`src/rtl/vga_frame_reader.sv`:
```
// vga_frame_reader: generates 640x480@60 VGA timing from a 50 MHz clock, fetches
// the 256x256 8bpp framebuffer window through a synchronous read port and drives
// RGB plus active-low syncs through a two-tick pipeline so that all pins stay aligned.
module vga_frame_reader #(
   parameter int          H_VISIBLE    = 640,
   parameter int          H_FRONT      = 16,
   parameter int          H_SYNC       = 96,
   parameter int          H_BACK       = 48,
   parameter int          V_VISIBLE    = 480,
   parameter int          V_FRONT      = 10,
   parameter int          V_SYNC       = 2,
   parameter int          V_BACK       = 33,
   parameter int          WIN_X0       = 192,
   parameter int          WIN_Y0       = 112,
   parameter logic [7:0]  BORDER_COLOR = 8'h00
) (
   input  logic        Clock,
   input  logic        Reset,
   output logic [15:0] oReadAddress,
   input  logic [7:0]  iReadData,
   output logic [7:0]  oVGA_RGB,
   output logic        oVGA_HSYNC,
   output logic        oVGA_VSYNC,
   output logic        oFrameStart
);

   localparam int H_TOTAL = H_VISIBLE + H_FRONT + H_SYNC + H_BACK;
   localparam int V_TOTAL = V_VISIBLE + V_FRONT + V_SYNC + V_BACK;

   localparam logic [9:0]  L_H_LAST     = 10'(H_TOTAL - 1);
   localparam logic [9:0]  L_V_LAST     = 10'(V_TOTAL - 1);
   localparam logic [9:0]  L_H_VIS      = 10'(H_VISIBLE);
   localparam logic [9:0]  L_V_VIS      = 10'(V_VISIBLE);
   localparam logic [9:0]  L_HS_START   = 10'(H_VISIBLE + H_FRONT);
   localparam logic [9:0]  L_HS_END     = 10'(H_VISIBLE + H_FRONT + H_SYNC);
   localparam logic [9:0]  L_VS_START   = 10'(V_VISIBLE + V_FRONT);
   localparam logic [9:0]  L_VS_END     = 10'(V_VISIBLE + V_FRONT + V_SYNC);
   localparam logic [10:0] L_WIN_X0     = 11'(WIN_X0);
   localparam logic [10:0] L_WIN_X1     = 11'(WIN_X0 + 256);
   localparam logic [10:0] L_WIN_Y0     = 11'(WIN_Y0);
   localparam logic [10:0] L_WIN_Y1     = 11'(WIN_Y0 + 256);
   localparam logic [7:0]  L_WIN_X0_LO  = 8'(WIN_X0);
   localparam logic [7:0]  L_WIN_Y0_LO  = 8'(WIN_Y0);

   logic        r_pe;
   logic [9:0]  r_hcount;
   logic [9:0]  r_vcount;

   logic        w_tick;
   logic        w_hsync_raw;
   logic        w_vsync_raw;
   logic        w_visible_raw;
   logic        w_inwin_raw;
   logic        w_first_raw;
   logic [7:0]  w_row;
   logic [7:0]  w_col;

   logic [15:0] r_read_address;
   logic        r_s1_hsync;
   logic        r_s1_vsync;
   logic        r_s1_visible;
   logic        r_s1_inwin;
   logic        r_s1_first;

   logic [7:0]  r_rgb;
   logic        r_hsync;
   logic        r_vsync;
   logic        r_frame_start;

   // Decode raw sync/visibility/window flags and the window-relative address from the counters.
   always_comb begin
      w_tick        = ~r_pe;
      w_hsync_raw   = ~((r_hcount >= L_HS_START) && (r_hcount < L_HS_END));
      w_vsync_raw   = ~((r_vcount >= L_VS_START) && (r_vcount < L_VS_END));
      w_visible_raw = (r_hcount < L_H_VIS) && (r_vcount < L_V_VIS);
      w_inwin_raw   = w_visible_raw
                      && ({1'b0, r_hcount} >= L_WIN_X0) && ({1'b0, r_hcount} < L_WIN_X1)
                      && ({1'b0, r_vcount} >= L_WIN_Y0) && ({1'b0, r_vcount} < L_WIN_Y1);
      w_first_raw   = (r_hcount == 10'd0) && (r_vcount == 10'd0);
      // Truncated arithmetic: outside the window this wraps but stays deterministic.
      w_row         = r_vcount[7:0] - L_WIN_Y0_LO;
      w_col         = r_hcount[7:0] - L_WIN_X0_LO;
   end

   // Pixel-enable toggle and horizontal/vertical counters advancing on each pixel tick.
   always_ff @(posedge Clock or negedge Reset) begin
      if (!Reset) begin
         r_pe     <= 1'b0;
         r_hcount <= 10'd0;
         r_vcount <= 10'd0;
      end else begin
         r_pe <= ~r_pe;
         if (w_tick) begin
            if (r_hcount == L_H_LAST) begin
               r_hcount <= 10'd0;
               if (r_vcount == L_V_LAST) begin
                  r_vcount <= 10'd0;
               end else begin
                  r_vcount <= r_vcount + 10'd1;
               end
            end else begin
               r_hcount <= r_hcount + 10'd1;
            end
         end
      end
   end

   // Stage 0: issue the RAM read address and capture the timing flags for this pixel.
   always_ff @(posedge Clock or negedge Reset) begin
      if (!Reset) begin
         r_read_address <= 16'h0000;
         r_s1_hsync     <= 1'b1;
         r_s1_vsync     <= 1'b1;
         r_s1_visible   <= 1'b0;
         r_s1_inwin     <= 1'b0;
         r_s1_first     <= 1'b0;
      end else if (w_tick) begin
         r_read_address <= {w_row, w_col};
         r_s1_hsync     <= w_hsync_raw;
         r_s1_vsync     <= w_vsync_raw;
         r_s1_visible   <= w_visible_raw;
         r_s1_inwin     <= w_inwin_raw;
         r_s1_first     <= w_first_raw;
      end
   end

   // Stage 1: select pixel colour and drive syncs in step with the returned RAM data.
   always_ff @(posedge Clock or negedge Reset) begin
      if (!Reset) begin
         r_rgb         <= 8'h00;
         r_hsync       <= 1'b1;
         r_vsync       <= 1'b1;
         r_frame_start <= 1'b0;
      end else if (w_tick) begin
         if (r_s1_inwin) begin
            r_rgb <= iReadData;
         end else if (r_s1_visible) begin
            r_rgb <= BORDER_COLOR;
         end else begin
            r_rgb <= 8'h00;
         end
         r_hsync       <= r_s1_hsync;
         r_vsync       <= r_s1_vsync;
         r_frame_start <= r_s1_first;
      end else begin
         // Frame-start is a single-Clock pulse, so it drops on the off-tick Clock.
         r_frame_start <= 1'b0;
      end
   end

   assign oReadAddress = r_read_address;
   assign oVGA_RGB     = r_rgb;
   assign oVGA_HSYNC   = r_hsync;
   assign oVGA_VSYNC   = r_vsync;
   assign oFrameStart  = r_frame_start;

endmodule
```
`config.mk`:
```
export PLATFORM = sky130hd
export DESIGN_NAME = vga_frame_reader
export DESIGN_NICKNAME = d
export VERILOG_FILES = /design/src/rtl/vga_frame_reader.sv
export SDC_FILE = /design/constraint.sdc
export NUM_CORES = 1
export LEC_CHECK = 0
export ABC_CLOCK_PERIOD_IN_PS = 3700
export BUFFER_PORTS_ARGS = -buffer_cell sky130_fd_sc_hd__clkbuf_2
export CORE_MARGIN = 3
export CORE_UTILIZATION = 40
export DETAILED_ROUTE_END_ITERATION = 16
export GPL_TIMING_DRIVEN = 0
export PLACE_DENSITY = 0.71
export SLEW_MARGIN = 30
export SYNTH_ARGS = -nofsm -noshare
export SYNTH_HDL_FRONTEND = slang
export SYNTH_SLANG_ARGS = --single-unit
```
`constraint.sdc`:
```
create_clock -name Clock -period 3.7 [get_ports Clock]
set_input_delay 0.185 -clock Clock [delete_from_list [all_inputs] [get_ports Clock]]
set_output_delay 0.185 -clock Clock [all_outputs]
set_load 0.1 [all_outputs]
```
Word-level counts from Yosys, hierarchy flattened

Index checks and enable logic that the tools add are counted.
W data, S select, Z words.

Mux-type cells: 4
Reduce and logical (&&, ||, !) cells: 11
$lt $le $gt $ge: 10
Equal/unequal tests: 2
Bitwise logic cells: 3
$add $sub $neg: 4

Operators by type and width:

| cell                    | number |
|---|---|
| $lt A10 B9 Y1 const B   | 4 |
| $add A10 B1 Y10 const B | 2 |
| $eq A10 B10 Y1 const B  | 2 |
| $logic_not A10 Y1       | 2 |
| $lt A10 B10 Y1 const B  | 2 |
| $mux W10                | 2 |
| $ge A10 B10 Y1 const B  | 1 |
| $ge A10 B7 Y1 const B   | 1 |
| $ge A10 B8 Y1 const B   | 1 |
| $ge A10 B9 Y1 const B   | 1 |
| $logic_and A1 B1 Y1     | 8 |
| $mux W8                 | 1 |
| $sub A8 B7 Y8 const B   | 1 |
| $sub A8 B8 Y8 const B   | 1 |
| $not A1 Y1              | 3 |
| $reduce_and A2 Y1       | 1 |
| $mux W1                 | 1 |

Register bits after elaboration: 52
Output and inout port bits: 27

Logic depth before layout (Yosys ltp)

Gate-level depths: netlist of the first run.

Depth in word-level cells: 6
Depth in mapped cells: 7

Worst setup path after synthesis of the first run

No wires, ideal clock.

Kind: register to register
Start: register r_hcount[0]
End: register r_vcount[3]
Data required time: 3.572 ns
Clock period less this slack: 1.670 ns
Arrival: 1.542 ns
Setup time: 0.128 ns
Stages on the path, launching flop included: 7
Slack: 2.030 ns
Path through: dfrtp_1 -> ha_1 -> nand4b_1 -> or3b_1 -> buf_4 -> o21ai_2 -> o31ai_2

Word-level cells in the longest chain between the ends: 2

RTL lines:

| element                            | line | RTL |
|---|---|---|
| start: declaration                 | 46   | `logic [9:0] r_hcount;` |
| start signal: assignment           | 102  | `r_hcount <= r_hcount + 10'd1;` |
| $eq A10 B10 Y1                     | 94   | `if (r_hcount == L_H_LAST) begin` |
| $reduce_and A2 Y1 (no source line) | --   |  |
| end signal: assignment             | 99   | `r_vcount <= r_vcount + 10'd1;` |
| end: declaration                   | 47   | `logic [9:0] r_vcount;` |

No other way between the ends.
A chain may end at the register's enable or synchronous reset.

Worst setup path after layout of the first run

Start: register r_hcount[0]
End: register r_vcount[9]

The elaborated chain is that of the path after synthesis.

==> results of run 1 <==
## state kept, by name, indices dropped and copies added, names as in the netlist
name,flops
r_hcount,10
oVGA_RGB,8
r_s1_first,1
oVGA_VSYNC,1
oReadAddress,16
oFrameStart,1
oVGA_HSYNC,1
r_pe,1
r_s1_inwin,1
r_vcount,10
r_s1_vsync,1
r_s1_hsync,1
## power by group through the flow
stage	registers (mW)	logic, mW	clock network [mW]
4_1_cts	0.568	0.0168	0.332
5_1_grt	0.568	0.0187	0.358
3_5_place_dp	0.579	0.0160	0
6_report	0.568	0.0160	0.320
2_1_floorplan	0.579	0.000000388	0
3_3_place_gp	0.579	0.0155	0
## kinds of logic (layout without fill, tap and decap cells)
| family | count (synthesis) | after routing | synth area share |
|---|---|---|---|
| mux | 10 | 10 | 0.0439 |
| simple gates | 97 | 97 | 0.197 |
| buf+inv | 25 | 70 | 0.0454 |
| compound gates | 48 | 48 | 0.110 |
| xor+xnor | 10 | 10 | 0.0345 |
| fa+ha+maj | 11 | 11 | 0.0542 |
| flops | 52 | 52 | 0.515 |
## worst paths after layout
kind	to	depth (start not counted)	slack, ns	start
worst max-delay path	r_vcount[9]$_DFFE_PN0P_	6	1.70	r_hcount[0]$_DFFE_PN0N_
min in group asynchronous	r_hcount[8]$_DFFE_PN0N_	2	0.48	Reset
worst min register to register	oVGA_RGB[6]$_DFFE_PN0N_	2	0.49	oVGA_RGB[6]$_DFFE_PN0N_
worst min-delay path	oVGA_RGB[2]$_DFFE_PN0N_	3	0.09	iReadData[2]
max in group asynchronous	oReadAddress[15]$_DFFE_PN0N_	2	2.76	Reset
worst max register to register	r_vcount[9]$_DFFE_PN0P_	6	1.70	r_hcount[0]$_DFFE_PN0N_
## synthesized netlist by cell type (2+ instances only)
library cell / n
a21o_1: 3
a21oi_1: 8
a41oi_1: 2
and3_1: 3
buf_1: 3
buf_2: 5
buf_4: 2
clkbuf_1: 3
dfrtp_1: 48
dfstp_2: 4
ha_1: 11
inv_1: 10
mux2_2: 9
nand2_1: 39
nand2b_1: 6
nand3_1: 11
nand3b_1: 2
nand4_1: 4
nand4b_1: 2
nor2_1: 11
nor3_1: 6
nor4_1: 2
o21ai_0: 25
o21ai_1: 2
o22ai_1: 2
o31ai_1: 2
or3_1: 2
xnor2_1: 8
xor2_1: 2
## per-layer routing
layer / wire [µm] / global-route usage / vias to the layer above
li1: - / - / 950
met1: 2560 / 0.220 / 906
met2: 2320 / 0.243 / 47
met3: 233 / 0.0355 / 6
met4: 85 / 0.0604 / 0
met5: 0 / 0 / -
## per-stage QoR
| stage | setup slack [ns] | hold slack (ns) | total power [mW] | area [µm²] |
|---|---|---|---|---|
| 2_1_floorplan | 2.03 | -0.111 | 0.579 | 2540 |
| 3_5_place_dp | 1.78 | 0.303 | 0.595 | 2810 |
| 6_report | 1.70 | 0.0932 | 0.904 | 2910 |
| 4_1_cts | 1.70 | 0.0897 | 0.917 | 2910 |
| 5_1_grt | 1.52 | 0.0901 | 0.945 | 2910 |
| 3_3_place_gp | 1.78 | 0.425 | 0.595 | 2810 |
## final cells by class
| class | count | share of cell area |
|---|---|---|
| clock inverter | 2 | 0.00430 |
| timing repair buffer | 37 | 0.0662 |
| buffer | 14 | 0.0254 |
| clock buffer | 6 | 0.0249 |
| sequential | 52 | 0.449 |
| tap | 75 | 0.0323 |
| inverter | 11 | 0.0142 |
| multi-input combinational | 176 | 0.384 |
## tightest hold or removal path, cell delays in order
cell,delay (ns)
clkbuf_2,0.08
nand2_1,0.05
o21ai_0,0.06
## timing repair
item | CTS | global route
setup buffers | 0 | 0
hold endpoints to repair | 48 | 0
hold buffers | 1 | 0
## cells in the final DEF (no fill, tap or decap), drive strengths merged, types with 3 or more instances in the layout
master  instances
nor2           11
buf            11
ha             11
and3            3
clkbuf         45
mux2            9
nand4           4
xnor2           8
o31ai           3
a21oi           8
nand2b          6
nor3            6
dfstp           4
o21ai          28
nand2          39
inv            10
a21o            3
nand3          12
dfrtp          48
==> reports/results.ini, run 1 <==
[logic_synthesis]
synth_ff_type = dfrtp_1
async_flop_share = 1.00
syn_avg_cell_area_um2 = 10.0
ys_seq_area_frac = 0.515
synth-seq-cells = 52
synth_cells = 253
synth_edf_count = 0
syn_nets = 274
synth_area_leaders = dfrtp_1 47%, nand2_1 5.8%, ha_1 5.4%
synth.distinct_cells = 45
synth_top_area_frac = 0.473
yosysTopAreaCell = dfrtp_1
syn_area_um2 = 2540
ys_warn_count = 0

[clock_tree]
cts_resized = 0
cts-root-buf = clkbuf_8
cts.path.max_buffers = 2
htree_levels = 2
cts_buffers = 5
cts_tree = built
clkSlewWorstSetupHoldPaths_ns = 0.10
cts_sinks = 52
clk_latency_ns = 0.31

[layout]
seqCellArea_um2 = 1310
fin_cells = 373
drive_gt1_frac = 0.232
finalNetCount = 318
final_core_util = 0.483
nFillCells = 591
multiInputGateArea_um2 = 1120
area_delta_synth_final_pct = 14.6
num_antenna_cells = 0

[power]
p_leak_nw = 1.33
peakVddDrop_mv = 0.193
p_per_area_nw_per_um2 = 311
switching_share = 0.221
p_clk_frac = 0.354
combPwrFrac = 0.018
switching_power_mw = 0.200
pwr-share-seq = 0.628
internal_power_mw = 0.705

[global_routing]
grt_max_degree = 53
track_usage = 0.159
antenna_found_initial = 0
grt_overflow = 0
grt_pass1_wl_um = 9230
grt_pass1_vias = 1874

[critical_path]
cp_top_family = simple AND/OR/NAND/NOR gates
criticalPathCategory = reg2reg
max_stage_delay_ns = 0.47
cp_slowest_cell = or3b_1
crit_buf_inv = 1
worst_setup_path_start_kind = flip-flop
worstPathCellList = ha_1, nand4b_1, or3b_1, buf_4, nor2_1, a21oi_1
crit_fanout = 10
critPathArrivalTime_ns = 2.18
endpoint_kind = flip-flop
required_ns = 3.88

[routing]
drt-pass1-iter-count = 4
post_drt_wl_per_cell_um = 14.0
drt-total-wl_um = 5200
num_vias = 1909
viasPerCell = 5.12
drt_iter0_markers = 127
drc = 0
ant_nets = 0

[floorplan]
coreArea_um2 = 6030
die_area_um2 = 7340
rows = 28
die_w_um = 85.6
die_h_um = 85.6
io_pins = 37
start_util = 0.421

[timing]
fin_crit_sh = 0.542
finalSetupTns_ns = 0
rsz0062_at_grt = false
worstMarginPinSlew_ns = 0.696
maxSlewViolCount = 0
relSlewSlack = 0.536
setup_viol = 0
finalWorstPathRequiredPeriod_ns = 2.00
hold_viol_final = 0
finClkSkew_ns = 0.0105
fmax_ghz = 0.499

[placement]
post-place-cells = 364
hpwl_um = 3640
gp_congestion = 0.832
portBuffers = 36

[min_path]
hp-class = in2reg

[job]
max_cap_violations = 0

[outcome]
status = completed

Note: power is estimated with default switching activity, not from simulation.
==> run 2, diff against run 1 <==
ABC_AREA = 1   (was not set)
ABC_CLOCK_PERIOD_IN_PS = 2000   (was 3700)
clock period = 2 ns   (was 3.7 ns; I/O delays follow)
==> run 2 against run 1 <==
Compared with the run above: sequential share of layout area shrank 2.2 points; wire length is 16% higher; via count is 18% higher; combinational power up 92%; sequential power increased by 85%; clock skew is 0.0047 ns lower; synthesized area rose by 4.6%; total power up 99%; final area up 5.2%; final cell count is 20% higher; maximum frequency increased by 20%; non-clock buffer count shrank 2; critical path type unchanged.
==> reports/results.ini, run 2 <==
[outcome]
status = completed

[layout]
mostFrequentLayoutCell = nand2_1
drive_gt1_frac = 0.170  ; -0.0613
largest_reg_flops = 16  ; unchanged
area_delta_synth_final_pct = 15.3
finalNetCount = 390  ; +23%
num_antenna_cells = 0  ; unchanged
final_cell_mix = 89 x nand2_1, 48 x dfrtp_1, 35 x inv_1, 35 x clkbuf_2, 31 x nand3_1

[logic_synthesis]
syn_avg_cell_area_um2 = 8.19  ; -18%
ys_warn_count = 0  ; unchanged
async_flop_share = 1.00  ; unchanged
synth.distinct_cells = 29  ; -36%
synth_area_leaders = dfrtp_1 45%, nand2_1 13%, nand3_1 5.8%
synth_cells = 324  ; +28%
synth_ff_type = dfrtp_1
syn_area_um2 = 2660  ; +4.6%
post-synth-top-count-cell = nand2_1
synth_top_area_frac = 0.452  ; -0.0210
yosysTopAreaCell = dfrtp_1
ys_seq_area_frac = 0.492  ; -0.0228
synth_top_cells_by_count = 89 x nand2_1, 48 x dfrtp_1, 35 x inv_1
syn_nets = 345  ; +26%
synth-seq-cells = 52  ; unchanged
synth_edf_count = 0  ; unchanged

[critical_path]
critPathArrivalTime_ns = 1.91  ; -0.27 ns
cp-startpoint = r_hcount[0]$_DFFE_PN0N_
cp-endpoint = r_vcount[1]$_DFFE_PN0P_
criticalPathCategory = reg2reg
required_ns = 2.24  ; -1.64 ns
r2r_start = r_hcount[0]$_DFFE_PN0N_
reg2reg_slack_ns = 0.33  ; -1.36 ns
worst_setup_path_start_kind = flip-flop
timing.rr.end = r_vcount[1]$_DFFE_PN0P_
r2r.worst_path.cells = 8  ; +2
crit_fanout = 10  ; unchanged
max_stage_delay_ns = 0.50  ; +0.03 ns
worstPathCellList = ha_1, nand2_1, nor2_4, nand3_4, nor2_8, buf_8, nand3_1, o21ai_2
cp_slowest_cell = dfrtp_1
endpoint_kind = flip-flop

[clock_tree]
cts_setup_buffers = 0  ; unchanged
cts_resized = 0  ; unchanged
cts_buffers = 5  ; unchanged
cts-root-buf = clkbuf_8
cts_tree = built
clkSlewWorstSetupHoldPaths_ns = 0.09  ; about the same
cts.path.max_buffers = 2  ; unchanged
htree_levels = 2  ; unchanged
clk_latency_ns = 0.30  ; about the same
cts_sinks = 52  ; unchanged

[power]
p_clk_frac = 0.398  ; +0.044
switching_power_mw = 0.366  ; +83%
pwr-share-seq = 0.585  ; -0.043
peakVddDrop_mv = 0.397  ; +110%
p_per_area_nw_per_um2 = 587  ; +89%
total_power_mw = 1.80  ; +99%
internal_power_mw = 1.43  ; +100%
combPwrFrac = 0.017  ; about the same
p_leak_nw = 1.60  ; +20%
switching_share = 0.203  ; -0.0172

[floorplan]
die_area_um2 = 7650  ; +4.3%
io_pins = 37  ; unchanged
die_w_um = 87.5  ; +2.1%
coreArea_um2 = 6390  ; +6.0%
die_h_um = 87.5  ; +2.1%
start_util = 0.416  ; -0.00534
rows = 29  ; +3.6%

[routing]
num_vias = 2248  ; +18%
drt_iter0_markers = 135  ; +6.3%
drt-pass1-iter-count = 4  ; unchanged
viasPerCell = 5.03  ; -1.7%
ant_nets = 0  ; unchanged
drt-total-wl_um = 6060  ; +16%
post_drt_wl_per_cell_um = 13.6  ; -2.8%
drc = 0  ; unchanged

[placement]
gp_congestion = 0.944  ; +13%
portBuffers = 36  ; unchanged
hpwl_um = 4390  ; +21%

[timing]
fin_crit_sh = 0.834  ; +0.292
relSlewSlack = 0.541  ; +0.00471
maxSlewViolCount = 0  ; unchanged
fmax_ghz = 0.600  ; +20%
finClkSkew_ns = 0.00579  ; -0.00474 ns
worstMarginPinSlew_ns = 0.689  ; -0.00706 ns
rsz0062_at_grt = false
hold_viol_final = 0  ; unchanged
finalWorstPathRequiredPeriod_ns = 1.67  ; -0.336 ns
setup_viol = 0  ; unchanged
finalSetupTns_ns = 0  ; unchanged

[min_path]
hp-class = in2reg

[global_routing]
grt_pass1_vias = 2176  ; +16%
grt_pass1_wl_um = 10400  ; +13%
track_usage = 0.174  ; +0.0157
grt_max_degree = 53  ; unchanged
antenna_found_initial = 0  ; unchanged
grt_overflow = 0  ; unchanged

[job]
max_cap_violations = 0  ; unchanged

-- run 2: cell types whose count changed after synthesis, moves of 3 or more --
cell,previous run,this run
nand2_1,39,89
inv_1,10,35
nand3_1,11,31
nor2_1,11,23
mux2_2,9,0
xnor2_1,8,0
nand4_1,4,11
a21oi_1,8,2
nand2b_1,6,0
o21ai_0,25,29
a21o_1,3,0
and3_1,3,0
inv_2,0,3
-- run 2: worst min-delay path by stage --
stage | end | startpoint | slack (ns) | cells past startpoint
4_1_cts | oVGA_RGB[5]$_DFFE_PN0N_ | iReadData[5] | 0.005 | 3
6_report | oVGA_RGB[5]$_DFFE_PN0N_ | iReadData[5] | 0.009 | 3
5_1_grt | oVGA_RGB[5]$_DFFE_PN0N_ | iReadData[5] | 0.007 | 3
3_5_place_dp | oReadAddress[1]$_DFFE_PN0N_ | Reset | 0.21 | 1
2_1_floorplan | oFrameStart$_DFF_PN0_ | Reset | -0.20 | 0
3_3_place_gp | oVGA_RGB[5]$_DFFE_PN0N_ | iReadData[5] | 0.33 | 3
-- run 2: area by class of cell --
| type | instances | area (µm²) |
|---|---|---|
| Buffer | 11 | 57.6 |
| Clock buffer | 6 | 72.6 |
| Clock inverter | 2 | 35.0 |
| Fill cell | 630 | 3320 |
| Inverter | 38 | 143 |
| Multi-Input combinational cell | 223 | 1150 |
| Sequential cell | 52 | 1310 |
| Tap cell | 77 | 96.3 |
| Timing Repair Buffer | 38 | 203 |
-- run 2: through the flow --
step,setup slack (ns),cells,hold slack (ns),util,cell area [µm²]
floorplan,0.600,324,-0.196,-,2660
finish,0.332,447,0.00889,0.479,3060
global route,0.180,447,0.00681,0.479,3060
detailed placement,0.351,437,0.215,0.459,2930
CTS,0.321,446,0.00451,0.478,3050
global placement,0.369,437,0.326,0.459,2930
-- run 2: power groups by stage --
| stage | logic, mW | clock network (mW) | registers (mW) |
|---|---|---|---|
| after detailed placement | 0.0299 | 0 | 1.07 |
| after global placement | 0.0293 | 0 | 1.07 |
| final | 0.0307 | 0.716 | 1.05 |
| after global routing | 0.0361 | 0.785 | 1.05 |
| after CTS | 0.0314 | 0.735 | 1.05 |
| after floorplan | 0.00000266 | 0 | 1.07 |
-- run 2: cell families after synthesis --
kind of cell               count (synthesis)  share of synthesized area
adders and majority gates                 11                     0.0518
and+or+nand+nor                          170                      0.292
DFF                                       52                      0.492
xor gates and xnor gates                   4                     0.0132
AOI/OAI and AO/OA                         38                     0.0754
buffers and inverters                     49                     0.0754
-- run 2: critical path, delay by kind of cell, from the launching register on --
kind                       cells  cell delay [ns]
AOI/OAI and AO/OA              1             0.07
buffers and inverters          1             0.15
DFF                            1             0.50
and+or+nand+nor                5             0.64
adders and majority gates      1             0.24
-- run 2: routing by layer --
layer	vias to the layer above	share of wire	GRT usage
met5	-	0	0
met4	0	0.0056	0.0614
met3	4	0.050	0.0350
met2	65	0.48	0.279
met1	1051	0.46	0.234
li1	1128	-	-
-- run 2: repair_timing --
action / CTS / global route
setup endpoints to repair: 0 / 0
hold buffers: 1 / 1
endpoints found under the hold margin: 48 / 1
